<file path="src/rtl/ddr_types_pkg.sv">
// ddr_types_pkg: shared types and default constants for the DDR QoS credit path.
package ddr_types_pkg;

  localparam int CLS_W        = 2;
  localparam int DEF_COALESCE = 4;
  localparam int DEF_TIMEOUT  = 16;

  typedef logic [CLS_W-1:0] ddr_qos_class_t;

  typedef struct packed {
    logic           vld;
    ddr_qos_class_t cls;
  } qos_tag_entry_t;

  typedef enum logic [0:0] {
    CRD_IDLE = 1'b0,
    CRD_SEND = 1'b1
  } crd_state_t;

endpackage

</file>
<file path="src/rtl/ddr_rr_arbiter.sv">
// ddr_rr_arbiter: round-robin pick over a request vector, starting the search
// at i_ptr; returns a one-hot grant, the granted index and an any-grant flag.
module ddr_rr_arbiter #(
  parameter int N     = 4,
  parameter int IDX_W = (N > 1) ? $clog2(N) : 1
) (
  input  logic [N-1:0]     i_req,
  input  logic [IDX_W-1:0] i_ptr,
  output logic [N-1:0]     o_grant,
  output logic [IDX_W-1:0] o_idx,
  output logic             o_any
);

  logic [IDX_W-1:0] w_k;

  // Walk the requests from the pointer upward (wrapping) and take the first hit.
  always_comb begin
    o_grant = '0;
    o_idx   = '0;
    o_any   = 1'b0;
    w_k     = '0;
    for (int i = 0; i < N; i++) begin
      w_k = IDX_W'((int'(i_ptr) + i) % N);
      if (!o_any && i_req[w_k]) begin
        o_grant[w_k] = 1'b1;
        o_idx        = w_k;
        o_any        = 1'b1;
      end
    end
  end

endmodule

</file>
<file path="src/rtl/ddr_qos_credit_return.sv">
// ddr_qos_credit_return: tracks issued requests by tag, matches completions,
// and coalesces freed per-class credits into returns on a valid/ready channel.
module ddr_qos_credit_return
  import ddr_types_pkg::*;
#(
  parameter int NUM_CLASSES = 4,
  parameter int NUM_TAGS    = 16,
  parameter int MAX_OUTST   = 8,
  parameter int COALESCE    = DEF_COALESCE,
  parameter int TIMEOUT     = DEF_TIMEOUT,
  parameter int TAG_W       = $clog2(NUM_TAGS)
) (
  input  logic                               clk,
  input  logic                               rst_n,
  input  logic                               iss_valid,
  output logic                               iss_ready,
  input  logic [TAG_W-1:0]                   iss_tag,
  input  logic [CLS_W-1:0]                   iss_class,
  input  logic                               cpl_valid,
  output logic                               cpl_ready,
  input  logic [TAG_W-1:0]                   cpl_tag,
  output logic                               crd_valid,
  input  logic                               crd_ready,
  output logic [CLS_W-1:0]                   crd_class,
  output logic [TAG_W:0]                     crd_count,
  output logic [NUM_CLASSES-1:0][TAG_W:0]    outst_cnt,
  output logic                               err_dup_tag,
  output logic                               err_unk_tag
);

  localparam int CNT_W = TAG_W + 1;
  localparam int TMR_W = $clog2(TIMEOUT + 1);

  qos_tag_entry_t                       r_tbl [NUM_TAGS];
  logic [NUM_CLASSES-1:0][CNT_W-1:0]    r_outst;
  logic [NUM_CLASSES-1:0][CNT_W-1:0]    r_pend;
  logic [NUM_CLASSES-1:0][TMR_W-1:0]    r_timer;
  crd_state_t                           r_state;
  ddr_qos_class_t                       r_rr_ptr;
  ddr_qos_class_t                       r_crd_class;
  logic [CNT_W-1:0]                     r_crd_count;
  logic                                 r_dup;
  logic                                 r_unk;

  logic [NUM_CLASSES-1:0][CNT_W-1:0]    w_outst_nxt;
  logic [NUM_CLASSES-1:0][CNT_W-1:0]    w_pend_nxt;
  logic [NUM_CLASSES-1:0][TMR_W-1:0]    w_timer_nxt;
  logic [NUM_CLASSES-1:0]               w_elig;
  logic [NUM_CLASSES-1:0]               w_grant;
  ddr_qos_class_t                       w_pick;
  logic                                 w_pick_any;
  logic [CNT_W-1:0]                     w_snap;
  crd_state_t                           w_state_nxt;
  logic                                 w_load;
  qos_tag_entry_t                       w_cpl_ent;
  logic                                 w_cpl_hit;
  logic                                 w_cpl_miss;
  logic                                 w_iss_fire;
  logic                                 w_tag_free;
  logic                                 w_iss_ok;
  logic                                 w_iss_dup;
  logic                                 w_crd_hs;

  // Completion lookup is evaluated before issue, so a tag freed this cycle is
  // immediately reusable by a same-cycle issue without a duplicate error.
  assign w_cpl_ent  = r_tbl[cpl_tag];
  assign w_cpl_hit  = cpl_valid & w_cpl_ent.vld;
  assign w_cpl_miss = cpl_valid & ~w_cpl_ent.vld;
  assign iss_ready  = (r_outst[iss_class] < CNT_W'(MAX_OUTST));
  assign w_iss_fire = iss_valid & iss_ready;
  assign w_tag_free = ~r_tbl[iss_tag].vld | (w_cpl_hit & (cpl_tag == iss_tag));
  assign w_iss_ok   = w_iss_fire & w_tag_free;
  assign w_iss_dup  = w_iss_fire & ~w_tag_free;
  assign w_crd_hs   = (r_state == CRD_SEND) & crd_ready;

  assign cpl_ready   = 1'b1;
  assign crd_valid   = (r_state == CRD_SEND);
  assign crd_class   = r_crd_class;
  assign crd_count   = r_crd_count;
  assign outst_cnt   = r_outst;
  assign err_dup_tag = r_dup;
  assign err_unk_tag = r_unk;

  // A class wants a return once enough credits pile up or they have waited too long.
  always_comb begin
    w_elig = '0;
    for (int c = 0; c < NUM_CLASSES; c++) begin
      w_elig[c] = (r_pend[c] != '0) &&
                  ((r_pend[c] >= CNT_W'(COALESCE)) || (r_timer[c] == TMR_W'(TIMEOUT)));
    end
  end

  ddr_rr_arbiter #(
    .N     (NUM_CLASSES),
    .IDX_W (CLS_W)
  ) u_arb (
    .i_req   (w_elig),
    .i_ptr   (r_rr_ptr),
    .o_grant (w_grant),
    .o_idx   (w_pick),
    .o_any   (w_pick_any)
  );

  // Per-class next values for outstanding, pending and wait timers, plus the
  // pending-count snapshot of whichever class the arbiter picked.
  always_comb begin
    w_outst_nxt = r_outst;
    w_pend_nxt  = r_pend;
    w_timer_nxt = r_timer;
    w_snap      = '0;
    for (int c = 0; c < NUM_CLASSES; c++) begin
      if (w_grant[c]) begin
        w_snap = w_snap | r_pend[c];
      end
      if (w_iss_ok && (iss_class == CLS_W'(c))) begin
        w_outst_nxt[c] = w_outst_nxt[c] + CNT_W'(1);
      end
      if (w_cpl_hit && (w_cpl_ent.cls == CLS_W'(c))) begin
        w_outst_nxt[c] = w_outst_nxt[c] - CNT_W'(1);
        w_pend_nxt[c]  = w_pend_nxt[c] + CNT_W'(1);
      end
      if (w_crd_hs && (r_crd_class == CLS_W'(c))) begin
        w_pend_nxt[c]  = w_pend_nxt[c] - r_crd_count;
        w_timer_nxt[c] = '0;
      end else if (r_pend[c] == '0) begin
        w_timer_nxt[c] = '0;
      end else if (r_timer[c] != TMR_W'(TIMEOUT)) begin
        w_timer_nxt[c] = r_timer[c] + TMR_W'(1);
      end
    end
  end

  // Return FSM: IDLE picks an eligible class and snapshots it, SEND holds until accepted.
  always_comb begin
    w_state_nxt = r_state;
    w_load      = 1'b0;
    case (r_state)
      CRD_IDLE: begin
        if (w_pick_any) begin
          w_load      = 1'b1;
          w_state_nxt = CRD_SEND;
        end
      end
      CRD_SEND: begin
        if (crd_ready) begin
          w_state_nxt = CRD_IDLE;
        end
      end
      default: w_state_nxt = CRD_IDLE;
    endcase
  end

  // Return FSM state register.
  always_ff @(posedge clk or negedge rst_n) begin
    if (!rst_n) begin
      r_state <= CRD_IDLE;
    end else begin
      r_state <= w_state_nxt;
    end
  end

  // Latch the return class/count on pick and advance the round-robin pointer on handshake.
  always_ff @(posedge clk or negedge rst_n) begin
    if (!rst_n) begin
      r_crd_class <= '0;
      r_crd_count <= '0;
      r_rr_ptr    <= '0;
    end else begin
      if (w_load) begin
        r_crd_class <= w_pick;
        r_crd_count <= w_snap;
      end
      if (w_crd_hs) begin
        r_rr_ptr <= CLS_W'((int'(r_crd_class) + 1) % NUM_CLASSES);
      end
    end
  end

  // Tag table: completion clears first, then a legal issue claims the entry.
  always_ff @(posedge clk or negedge rst_n) begin
    if (!rst_n) begin
      for (int t = 0; t < NUM_TAGS; t++) begin
        r_tbl[t] <= '0;
      end
    end else begin
      if (w_cpl_hit) begin
        r_tbl[cpl_tag].vld <= 1'b0;
      end
      if (w_iss_ok) begin
        r_tbl[iss_tag] <= '{vld: 1'b1, cls: iss_class};
      end
    end
  end

  // Per-class counters and one-cycle error pulses.
  always_ff @(posedge clk or negedge rst_n) begin
    if (!rst_n) begin
      r_outst <= '0;
      r_pend  <= '0;
      r_timer <= '0;
      r_dup   <= 1'b0;
      r_unk   <= 1'b0;
    end else begin
      r_outst <= w_outst_nxt;
      r_pend  <= w_pend_nxt;
      r_timer <= w_timer_nxt;
      r_dup   <= w_iss_dup;
      r_unk   <= w_cpl_miss;
    end
  end

endmodule

</file>
<file path="config.mk">
export PLATFORM = sky130hd
export DESIGN_NAME = ddr_qos_credit_return
export DESIGN_NICKNAME = d
export VERILOG_FILES = /design/src/rtl/ddr_types_pkg.sv /design/src/rtl/ddr_rr_arbiter.sv /design/src/rtl/ddr_qos_credit_return.sv
export SDC_FILE = /design/constraint.sdc
export NUM_CORES = 1
export LEC_CHECK = 0
export CAP_MARGIN = 20
export CORE_MARGIN = 2
export CORE_UTILIZATION = 51
export DETAILED_ROUTE_END_ITERATION = 8
export DONT_BUFFER_PORTS = 1
export HOLD_SLACK_MARGIN = 0.02
export PLACE_DENSITY_LB_ADDON = 0.12
export SKIP_CTS_REPAIR_TIMING = 1
export SLEW_MARGIN = 20
export SYNTH_ARGS = -nofsm -noshare
export SYNTH_HDL_FRONTEND = slang
export SYNTH_SLANG_ARGS = --single-unit
</file>
<file path="constraint.sdc">
create_clock -name clk -period 4.2 [get_ports clk]
set_clock_uncertainty 0.1 [all_clocks]
set_input_delay 0.63 -clock clk [delete_from_list [all_inputs] [get_ports clk]]
set_output_delay 0.63 -clock clk [all_outputs]
set_load 0.1 [all_outputs]
</file>
==> reports/qor.yml, run 1 <==
timing:
  slew-limit-headroom_pct: 28.49
  setup_viol: 0
  hold_viol_final: 0
  final.setup.tns_ns: 0
  fmax_mhz: 259.2
  rsz0062_at_grt: "false"
  tightest_slew_ns: 1.073
  fin_crit_ns: 3.859
  drv_slew: 0
  period_share_pct: 91.87
finish:
  fillCellCount: 1213
  diodes: 0
  layout-drive-gt1-share_pct: 19.02
  area_delta_synth_final_pct: 11.91
  nNetsFinal: 794
logic_synthesis:
  synthCells: 705
  yosysTopAreaCell: "dfrtp_1"
  syn_nets: 776
  ys_top_cells_by_count: "dfrtp_1 (120), nand2_1 (57), ha_1 (52), o21ai_0 (49), mux2_2 (44)"
  yosysWarnings: 0
  synth_edf_count: 0
  synth.most_common_cell: "dfrtp_1"
  synth.yosys.seq_area_share_pct: 39.31
  avgSynthCellArea_um2: 10.83
  ys_ff_latch: 120
  synth_top_area_share_pct: 39.31
  synthArstFlopShare_pct: 100.0
  synth_area_um2: 7639
  synth_ff_type: "dfrtp_1"
  synthTopCellsByArea: "dfrtp_1 (39%), ha_1 (8.5%), mux2_2 (6.5%), mux4_2 (6.5%), xnor2_1 (4.5%)"
  synth_cell_types: 63
die:
  die_h_um: 126.4
  fp.dieW_um: 126.4
  pin_count: 47
  row_count: 44
  dieArea_um2: 15970
  initial_core_util_pct: 52.36
  coreArea_um2: 14590
routing:
  drtAntennaViolNets: 0
  dr.max_layer_used: "met4"
  drtIter0Drc: 357
  wire_per_inst_um: 18.64
  wl_met2_mm: 8.399
  via_per_inst: 5.845
  drt_wl_total_mm: 17.15
  drc: 0
  vias: 5377
  met1Wirelength_mm: 7.610
  dr_wl_met3_um: 885
  drt-pass1-iter-count: 5
job:
  cap_violations: 0
outcome:
  status: "completed"
setup_path:
  crit_arrival_ns: 4.10
  critPathBufInv: 0
  cp-end-kind: "flip-flop"
  critPathSlowestCell: "mux4_1"
  worst_path_most_repeated_cell: "xnor2_1"
  start_kind: "flip-flop"
  path_cells: "mux4_1 -> mux4_2 -> nand2_1 -> nor2_1 -> nand2_1 -> mux2_2 -> fa_1 -> a21o_1 -> a21oi_1 -> xnor2_1 -> nor2_1 -> xnor2_1 -> xnor2_1"
  path_delay_family: "multiplexers"
  max_stage_delay_ns: 0.53
  critPathMaxFanout: 4
  critPathKind: "reg2reg"
  crit_required_ns: 4.44
global_route:
  grt_pass1_wl_mm: 28.70
  antenna_found_initial: 0
  overflow: 0
  grt_pass1_vias: 5473
  gr-usage-all-layers_pct: 22.93
  grt_max_degree: 121
clock_network:
  numCtsBuffers: 17
  path_clk_slew_ns: 0.06
  clk_latency_ns: 0.42
  cts_buffer_depth: 2
  cts_root_buf: "clkbuf_16"
  cts_tree: "yes"
  clock-sinks: 120
  cts_max_level: 4
placed_design:
  portBuffers: 0
  gp_congestion: 0.8904
  dpl.hpwl_mm: 12.52
min_path:
  hp-class: "in2async"
==> registers in the layout, indices dropped and copies added, names as in the netlist <==
register     count
r_tbl           48
outst_cnt       20
r_pend          20
r_timer         20
crd_count        5
crd_class        2
r_rr_ptr         2
crd_valid        1
err_dup_tag      1
err_unk_tag      1
==> layout by cell type (no fill, tap or decap), types with 19 or more instances in the layout <==
cell,n
mux4_2,22
inv_1,35
nor2_1,42
ha_1,52
mux2_2,44
nand3_1,21
xnor2_1,38
a21oi_1,19
xor2_1,33
o21ai_0,49
buf_4,23
nand2_1,57
dfrtp_1,120
==> final cells by class <==
cell class / instances / area, µm² / area share (%)
multi-input combinational: 524 / 4375 / 51.19
sequential: 120 / 3003 / 35.13
clock buffer: 19 / 432.9 / 5.064
tap: 184 / 230.2 / 2.693
timing repair buffer: 24 / 200.2 / 2.342
clock inverter: 13 / 170.2 / 1.991
inverter: 36 / 136.4 / 1.595
==> through the flow <==
step                cells  setup slack, ns  util [%]  hold slack, ns  cell area, µm²
finish                920           0.3413     58.59         0.06163            8548
global route          920           0.1105     58.59          0.1037            8548
CTS                   919           0.3495     58.40         -0.2055            8521
detailed placement    887          0.09814     54.27          0.2391            7918
global placement      887           0.1828     54.27          0.2390            7918
floorplan             705          0.03690         -          0.2344            7659
==> worst register-to-register path, stage by stage (launching register included) <==
cell and delay, ns:
dfrtp_1 0.40, mux4_1 0.53, mux4_2 0.52, nand2_1 0.21, nor2_1 0.12, nand2_1 0.17
mux2_2 0.40, fa_1 0.45, a21o_1 0.18, a21oi_1 0.17, xnor2_1 0.13, nor2_1 0.07
xnor2_1 0.19, xnor2_1 0.14
==> cells by family (layout without fill, tap and decap cells) <==
kind of cell	Yosys count	after routing	synth area share, %
buffers and inverters	61	92	3.587
muxes	84	84	15.56
and+or+nand+nor	199	199	14.09
xor gates and xnor gates	74	74	8.681
AOI/OAI and AO/OA	110	110	9.157
other	1	1	0.04909
adders and majority gates	56	56	9.566
DFF	120	120	39.31
==> routing by layer <==
layer	global-route usage (%)	vias up
met3	6.495	19
met5	0	-
met2	36.80	129
li1	-	2550
met1	30.67	2679
met4	6.399	0
==> final timing paths <==
path	from	to	slack, ns	cells after the start
max in group asynchronous	rst_n	r_tbl[30]$_DFFE_PN0P_	3.46	1
hold / removal	rst_n	r_timer[11]$_DFFE_PN0P_	0.06	1
min in group clk	iss_class[0]	r_tbl[33]$_DFFE_PN0P_	0.27	1
setup / recovery	r_tbl[32]$_DFF_PN0_	r_pend[19]$_DFF_PN0_	0.34	13
hold reg to reg	r_tbl[39]$_DFFE_PN0P_	r_tbl[39]$_DFFE_PN0P_	0.40	1
setup reg to reg	r_tbl[32]$_DFF_PN0_	r_pend[19]$_DFF_PN0_	0.34	13
Power of run 1 is not shown: default switching activity piles up to over one toggle a cycle in this logic, so the estimate is an artifact.
==> run 2: changes to the inputs <==
==> constraint.sdc (replaced) <==
create_clock -name clk -period 4.5 [get_ports clk]
set_clock_uncertainty 0.1 [all_clocks]
set_input_delay 0.675 -clock clk [delete_from_list [all_inputs] [get_ports clk]]
set_output_delay 0.675 -clock clk [all_outputs]
set_load 0.1 [all_outputs]
==> run 2 against run 1 <==
First-iteration DRC count grew 18%. Largest cell class unchanged. Critical endpoint is now r_pend[9]$_DFF_PN0_. Worst hold slack better by 0.043 ns. Fmax decreased by 0.76%. Highest routed layer unchanged. Critical path type unchanged.
==> reports/qor.yml, run 2 (synthesis results as in run 1) <==
placed_design:
  gp_congestion: 0.9139
  placed_cells: 880
  dpl.hpwl_mm: 12.58
  portBuffers: 0
finish:
  post-route-util_pct: 58.49
  final_cells: 913
  layout_commonest_cell: "dfrtp_1"
  largest_reg_flops: 48
  most-common-layout-cells: "dfrtp_1 (120), nand2_1 (57), ha_1 (52)"
  nNetsFinal: 787
  diodes: 0
  layout-drive-gt1-share_pct: 17.83
  regMostFlops: "r_tbl"
  area_delta_synth_final_pct: 11.71
setup_path:
  critPathCapture: "r_pend[9]$_DFF_PN0_"
  crit_required_ns: 4.74
  reg2reg_slack_ns: 0.61
  critPathLaunch: "r_tbl[1]$_DFFE_PN0P_"
  critPathMaxFanout: 8
  cp-end-kind: "flip-flop"
  r2r_end: "r_pend[9]$_DFF_PN0_"
  start_kind: "flip-flop"
  critPathKind: "reg2reg"
  ff2ff_path_depth: 13
  r2r_start: "r_tbl[1]$_DFFE_PN0P_"
  crit_arrival_ns: 4.13
routing:
  drt-pass1-iter-count: 5
  dr_wl_met3_um: 967
  drtIter0Drc: 420
  wl_met2_mm: 7.880
  drtAntennaViolNets: 0
  met1Wirelength_mm: 8.077
  drc: 0
  wire_per_inst_um: 18.85
  via_per_inst: 5.867
  vias: 5357
  drt_wl_total_mm: 17.21
  dr.max_layer_used: "met4"
timing:
  period_share_pct: 86.40
  tightest_slew_ns: 1.058
  hold_viol_final: 0
  final.setup.tns_ns: 0
  setup_viol: 0
  rsz0062_at_grt: "false"
  fmax_mhz: 257.2
  slew-limit-headroom_pct: 29.47
  fin_crit_ns: 3.888
  drv_slew: 0
global_route:
  grt_pass1_wl_mm: 29.21
  grt_pass1_vias: 5581
  gr-usage-all-layers_pct: 22.97
  grt_max_degree: 121
  antenna_found_initial: 0
  overflow: 0
clock_network:
  path_clk_slew_ns: 0.06
  numCtsBuffers: 17
  cts_root_buf: "clkbuf_16"
  cts_max_level: 4
  clk_latency_ns: 0.42
  cts_tree: "yes"
  cts_buffer_depth: 2
  clock-sinks: 120
die:
  initial_core_util_pct: 52.36
  die_h_um: 126.4
  pin_count: 47
  dieArea_um2: 15970
  row_count: 44
  fp.dieW_um: 126.4
  coreArea_um2: 14590
outcome:
  status: "completed"
min_path:
  hp-class: "in2async"
job:
  cap_violations: 0
run 2: cell count changes in the layout (fill, tap and decap cells not counted), sizes merged:
cell      before  now
buf           24   17
clkinv         5    2
bufinv         3    5
clkbuf        19   21
inv           38   36
clkinvlp       3    4
run 2: cell type report:
class | count | area, µm²
clock buffer | 21 | 460.4
tap | 184 | 230.2
clock inverter | 11 | 193.9
inverter | 36 | 136.4
fill | 1227 | 6056
sequential | 120 | 3003
timing repair buffer | 17 | 147.6
multi-input combinational | 524 | 4362
run 2: metrics by stage:
stage / cell area (µm²) / hold slack (ns) / worst slack [ns]
3_5_place_dp: 7851 / 0.2862 / 0.3328
6_report: 8533 / 0.1043 / 0.6119
2_1_floorplan: 7639 / 0.2794 / 0.01448
4_1_cts: 8506 / -0.1660 / 0.6124
3_3_place_gp: 7851 / 0.2850 / 0.4406
5_1_grt: 8533 / 0.1478 / 0.4048
run 2: worst min path at each step:
stage / start / to / slack (ns) / depth (start not counted)
after CTS: rst_n / r_tbl[35]$_DFF_PN0_ / -0.17 / 0
after global routing: rst_n / r_timer[7]$_DFFE_PN0P_ / 0.15 / 1
after detailed placement: rst_n / r_timer[9]$_DFFE_PN0P_ / 0.29 / 0
after global placement: rst_n / r_timer[8]$_DFFE_PN0P_ / 0.28 / 0
after floorplan: rst_n / crd_class[0]$_DFFE_PN0P_ / 0.28 / 0
final: rst_n / r_timer[18]$_DFFE_PN0P_ / 0.10 / 1
run 2: routing by layer:
metal / track usage [%] / up-vias
met5: 0 / -
met4: 7.951 / 0
met3: 5.146 / 27
met2: 35.23 / 142
met1: 32.41 / 2657
li1: - / 2531
run 2: critical path, stage by stage (launching register included):
cell and delay, ns:
dfrtp_1 0.39, mux4_2 0.48, mux4_2 0.61, or3_4 0.49, xnor2_1 0.20, ha_1 0.17
inv_1 0.06, fa_1 0.41, a21o_1 0.18, a21oi_1 0.17, xnor2_1 0.08, nor2_1 0.13
xor2_1 0.20, xnor2_1 0.13
Power of run 2 is left out for the same reason.
==> run 3: changes to the inputs <==
--- a/config.mk
+++ b/config.mk
@@ -5,15 +5,15 @@
 export SDC_FILE = /design/constraint.sdc
 export NUM_CORES = 1
 export LEC_CHECK = 0
-export CAP_MARGIN = 20
+export CAP_MARGIN = 15
 export CORE_MARGIN = 2
 export CORE_UTILIZATION = 51
 export DETAILED_ROUTE_END_ITERATION = 8
 export DONT_BUFFER_PORTS = 1
+export GPL_ROUTABILITY_DRIVEN = 1
 export HOLD_SLACK_MARGIN = 0.02
 export PLACE_DENSITY_LB_ADDON = 0.12
 export SKIP_CTS_REPAIR_TIMING = 1
-export SLEW_MARGIN = 20
 export SYNTH_ARGS = -nofsm -noshare
 export SYNTH_HDL_FRONTEND = slang
 export SYNTH_SLANG_ARGS = --single-unit
==> results of run 3 <==
No change in the layout: final DEF, timing and power equal those of run 2.
Power of run 3 is left out for the same reason.
